`config.mk`:
```
export PLATFORM = sky130hd
export DESIGN_NAME = snake_prey_gen
export DESIGN_NICKNAME = d
export VERILOG_FILES = /design/src/rtl/snake_prey_gen.sv
export SDC_FILE = /design/constraint.sdc
export NUM_CORES = 1
export LEC_CHECK = 0
export CORE_MARGIN = 3
export CORE_UTILIZATION = 56
export DETAILED_ROUTE_END_ITERATION = 16
export PLACE_DENSITY = 0.87
export SETUP_SLACK_MARGIN = 0.05
export SKIP_LAST_GASP = 1
export SYNTH_ARGS = -nofsm -noshare
export SYNTH_HDL_FRONTEND = slang
export SYNTH_SLANG_ARGS = --single-unit
```
`constraint.sdc`:
```
create_clock -name clk -period 2.9 [get_ports clk]
set_clock_uncertainty 0.1 [all_clocks]
set_input_delay 0.58 -clock clk [delete_from_list [all_inputs] [get_ports clk]]
set_output_delay 0.58 -clock clk [all_outputs]
set_load 0.1 [all_outputs]
```
`src/rtl/snake_prey_gen.sv`:
```
// Prey-position generator: draws LFSR cells folded into the playfield and retries
// them against the snake-body occupancy checker until a free cell is found.
module snake_prey_gen #(
  parameter int unsigned                 H_LOGIC_WIDTH = 5,
  parameter int unsigned                 V_LOGIC_WIDTH = 5,
  parameter logic [H_LOGIC_WIDTH-1:0]    H_LOGIC_MAX   = 5'd31,
  parameter logic [V_LOGIC_WIDTH-1:0]    V_LOGIC_MAX   = 5'd23,
  parameter logic [15:0]                 LFSR_SEED     = 16'hACE1,
  parameter int unsigned                 MAX_TRIES     = 8
) (
  input  logic                     clk,
  input  logic                     rst,
  input  logic                     req,
  output logic                     cand_valid,
  output logic [H_LOGIC_WIDTH-1:0] candx,
  output logic [V_LOGIC_WIDTH-1:0] candy,
  input  logic                     occ_valid,
  input  logic                     occ_hit,
  output logic                     busy,
  output logic                     prey_valid,
  output logic [H_LOGIC_WIDTH-1:0] preyx,
  output logic [V_LOGIC_WIDTH-1:0] preyy,
  output logic                     fail
);

  localparam int unsigned H      = H_LOGIC_WIDTH;
  localparam int unsigned V      = V_LOGIC_WIDTH;
  localparam int unsigned LFSR_W = 16;
  localparam int unsigned TRY_W  = 8;

  localparam logic [LFSR_W-1:0] LFSR_MASK = 16'hB400;
  // A zero seed would lock the LFSR, so it is replaced by 1.
  localparam logic [LFSR_W-1:0] SEED      = (LFSR_SEED == 16'h0000) ? 16'h0001 : LFSR_SEED;
  localparam logic [H:0]        X_SPAN    = {1'b0, H_LOGIC_MAX} + {{H{1'b0}}, 1'b1};
  localparam logic [V:0]        Y_SPAN    = {1'b0, V_LOGIC_MAX} + {{V{1'b0}}, 1'b1};
  localparam logic [TRY_W-1:0]  TRY_LIMIT = TRY_W'(MAX_TRIES);

  typedef enum logic [1:0] {
    IDLE  = 2'd0,
    GEN   = 2'd1,
    CHECK = 2'd2
  } state_t;

  state_t state;
  state_t state_nxt;

  logic [LFSR_W-1:0] lfsr;
  logic [H:0]        raw_x;
  logic [V:0]        raw_y;
  logic [H-1:0]      fold_x;
  logic [V-1:0]      fold_y;
  logic [TRY_W-1:0]  tries;
  logic [TRY_W-1:0]  tries_nxt;
  logic              last_try;

  logic              cand_valid_nxt;
  logic [H-1:0]      candx_nxt;
  logic [V-1:0]      candy_nxt;
  logic              prey_valid_nxt;
  logic [H-1:0]      preyx_nxt;
  logic [V-1:0]      preyy_nxt;
  logic              fail_nxt;

  // Free-running Galois LFSR, x^16+x^14+x^13+x^11+1
  always_ff @(posedge clk) begin
    if (rst) begin
      lfsr <= SEED;
    end else begin
      lfsr <= (lfsr >> 1) ^ (lfsr[0] ? LFSR_MASK : '0);
    end
  end

  // One subtraction suffices because the legal range covers at least half the raw range.
  assign raw_x  = {1'b0, lfsr[H-1:0]};
  assign raw_y  = {1'b0, lfsr[H+V-1:H]};
  assign fold_x = (raw_x >= X_SPAN) ? H'(raw_x - X_SPAN) : lfsr[H-1:0];
  assign fold_y = (raw_y >= Y_SPAN) ? V'(raw_y - Y_SPAN) : lfsr[H+V-1:H];

  assign last_try = ((tries + TRY_W'(1)) == TRY_LIMIT);

  always_ff @(posedge clk) begin
    if (rst) begin
      state <= IDLE;
    end else begin
      state <= state_nxt;
    end
  end

  always_comb begin
    state_nxt = state;
    unique case (state)
      IDLE:    if (req) state_nxt = GEN;
      GEN:     state_nxt = CHECK;
      CHECK: begin
        if (occ_valid) begin
          state_nxt = (!occ_hit || last_try) ? IDLE : GEN;
        end
      end
      default: state_nxt = IDLE;
    endcase
  end

  // Next values of the registered outputs and the try counter
  always_comb begin
    tries_nxt      = tries;
    cand_valid_nxt = cand_valid;
    candx_nxt      = candx;
    candy_nxt      = candy;
    prey_valid_nxt = prey_valid;
    preyx_nxt      = preyx;
    preyy_nxt      = preyy;
    fail_nxt       = 1'b0;
    unique case (state)
      IDLE: begin
        if (req) begin
          tries_nxt      = '0;
          prey_valid_nxt = 1'b0;
        end
      end
      GEN: begin
        candx_nxt      = fold_x;
        candy_nxt      = fold_y;
        cand_valid_nxt = 1'b1;
      end
      CHECK: begin
        if (occ_valid) begin
          cand_valid_nxt = 1'b0;
          if (!occ_hit) begin
            preyx_nxt      = candx;
            preyy_nxt      = candy;
            prey_valid_nxt = 1'b1;
          end else begin
            tries_nxt = tries + TRY_W'(1);
            fail_nxt  = last_try;
          end
        end
      end
      default: begin
        cand_valid_nxt = 1'b0;
      end
    endcase
  end

  always_ff @(posedge clk) begin
    if (rst) begin
      tries      <= '0;
      cand_valid <= 1'b0;
      candx      <= '0;
      candy      <= '0;
      busy       <= 1'b0;
      prey_valid <= 1'b0;
      preyx      <= '0;
      preyy      <= '0;
      fail       <= 1'b0;
    end else begin
      tries      <= tries_nxt;
      cand_valid <= cand_valid_nxt;
      candx      <= candx_nxt;
      candy      <= candy_nxt;
      busy       <= (state_nxt != IDLE);
      prey_valid <= prey_valid_nxt;
      preyx      <= preyx_nxt;
      preyy      <= preyy_nxt;
      fail       <= fail_nxt;
    end
  end

endmodule
```
==> flow_summary.json <==
{
  "startpoint_type": "register",
  "clkSlewWorstSetupHoldPaths_ns": 0.14,
  "slew_headroom": 0.672,
  "vias_per_cell": 5.43,
  "num_vias": 1547,
  "hold_path.class": "reg -> reg",
  "initialDrtViolationCount": 85,
  "drc": 0,
  "nNetsFinal": 247,
  "start_util": 0.607,
  "crit_type": "reg -> reg",
  "die_area_sq_mm": 0.00419,
  "seq_area_frac_synth": 0.519,
  "grt_max_degree": 23,
  "cts_made_buffers": 5,
  "routed_wl_mm": 3.76,
  "clk_path_buf_depth": 2,
  "gp_congestion": 0.821,
  "rsz0062_at_grt": "no",
  "critPathRequiredTime_ns": 3.09,
  "io_pins": 29,
  "synth_common_cells": "dfxtp_1, nand2_1, a21oi_1",
  "grt_pass1_vias": 1401,
  "dp_hpwl_mm": 2.68,
  "clk_latency_ns": 0.35,
  "synthMostInstantiatedCell": "dfxtp_1",
  "detail_route.first_pass.iterations": 4,
  "clock_sinks": 50,
  "synthArstFlopShare": 0,
  "grt_pass1_wl_mm": 6.50,
  "power_density_mw_per_mm2": 568,
  "postCtsSetupRepairBufs": 0,
  "syn_area_sq_mm": 0.00193,
  "rows": 20,
  "synth_cell_type_count": 42,
  "vdd_drop_max_v": 0.000429,
  "die_x_microns": 64.7,
  "period_needed_ns": 2.14,
  "setup_viol_count_final": 0,
  "yosysWarningCount": 0,
  "overflow": 0,
  "worst_slew_pin_slew_ns": 0.491,
  "crit_path_end_kind": "register",
  "cts_tree": "done",
  "slew_violations": 0,
  "hold_viol": 0,
  "leakage_nw": 0.900,
  "cts_root_buffer": "clkbuf_4",
  "syn2layout_area_growth_pct": 17.2,
  "nFillCells": 260,
  "drive_above_1_share": 0.216,
  "grt_antenna_before_repair": 0,
  "wl_per_cell_microns": 13.2,
  "syn_avg_cell_area_sq_um": 9.14,
  "cp_data_arrival_time_ns": 2.33,
  "fin_setup_tns_ns": 0,
  "fin_crit_sh": 0.737,
  "utilization": 0.711,
  "cts_max_level": 2,
  "numPortBuffers": 28,
  "critPathMaxFanout": 9,
  "timing.fmax_ghz": 0.468,
  "yosys.area.top_type": "dfxtp_1",
  "ys_ff_latch": 50,
  "ctsHoldBuffers": 0,
  "ctsResizeCount": 0,
  "maxCapViolCount": 0,
  "ant_nets": 0,
  "num_antenna_cells": 0,
  "synth_edf_count": 0,
  "fp.dieH_microns": 64.7,
  "status": "finished clean",
  "synth_area_leaders": "dfxtp_1, a21oi_1, nand2_1",
  "ys_dominant_reg_cell": "dfxtp_1",
  "syn_nets": 218,
  "synth_top_area_frac": 0.519,
  "core_area_sq_mm": 0.00318,
  "grt.total_usage": 0.200,
  "syn_inst": 211
}
## cells by family (layout without fill, tap and decap cells)
group,count (synthesis),in the layout,synth area share
simple gates,96,96,0.272
flops,50,50,0.519
compound gates,46,46,0.147
buf+inv,13,43,0.0318
xor+xnor,4,4,0.0182
fa+ha+maj,2,2,0.0130
## final timing paths
check | startpoint | cells after the start | slack [ns] | endpoint
worst min-delay path | lfsr[12]$_SDFF_PP0_ | 1 | 0.35 | lfsr[11]$_SDFF_PP1_
worst max-delay path | tries[0]$_SDFFE_PP0P_ | 5 | 0.76 | fail$_SDFF_PP0_
worst min register to register | lfsr[12]$_SDFF_PP0_ | 1 | 0.35 | lfsr[11]$_SDFF_PP1_
worst max register to register | tries[0]$_SDFFE_PP0P_ | 5 | 0.76 | fail$_SDFF_PP0_
## metal layers
metal | part of all wire | global-route usage | vias to the layer above
met1 | 0.48 | 0.286 | 708
met5 | 0 | 0 | -
met4 | 0.0096 | 0.0501 | 0
li1 | - | - | 783
met3 | 0.060 | 0.0485 | 6
met2 | 0.45 | 0.302 | 50
## cell type report
type / instances / area, sq um / area share
clock buffer: 6 / 51.3 / 0.0227
timing repair buffer: 34 / 265 / 0.117
inverter: 1 / 3.75 / 0.00166
clock inverter: 2 / 17.5 / 0.00775
multi-input combinational: 148 / 867 / 0.384
sequential: 50 / 1000 / 0.443
tap: 44 / 55.1 / 0.0243
## flip-flops by register name (all words and copies together) (netlist names)
name        count
candy           5
preyx           5
preyy           5
prey_valid      1
tries           8
lfsr           16
cand_valid      1
candx           5
busy            1
state           2
fail            1
## placed cells by master (no fill, tap or decap), types with 3 or more instances in the layout
cell and n:
dfxtp_1 50, clkdlybuf4s50_1 4, buf_4 30, nand3b_1 5
o22a_1 4, nand2_1 33, nor2_1 16, nor2b_1 9
nand2b_1 3, nand3_1 3, clkbuf_4 5, o21ai_0 4
nor3_1 6, xnor2_1 4, or2_2 6, a21oi_1 27
## metrics by stage
stage | setup WS [ns] | total power, W | hold slack (ns) | instances | area (sq um)
after floorplan | 1.20 | 0.000914 | 0.289 | 211 | 1930
after global placement | 0.649 | 0.000961 | 0.308 | 277 | 2190
after detailed placement | 0.588 | 0.000964 | 0.310 | 277 | 2190
after CTS | 0.790 | 0.00129 | 0.348 | 285 | 2260
after global routing | 0.630 | 0.00134 | 0.368 | 285 | 2260
final | 0.762 | 0.00128 | 0.350 | 285 | 2260
## power by group
| group | switching [W] | total (W) | internal (W) |
|---|---|---|---|
| registers | 0.0000222 | 0.000741 | 0.000718 |
| logic | 0.000151 | 0.000209 | 0.0000582 |
| clock network | 0.000214 | 0.000335 | 0.000122 |
## worst max-delay path, cell delays in order (launching register included)
cell and delay, ns:
dfxtp_1 0.53, ha_1 0.30, nand3_1 0.16, o21a_1 0.24, a2111oi_2 0.46, and3_1 0.28
Power figures use the tool's default switching activity.
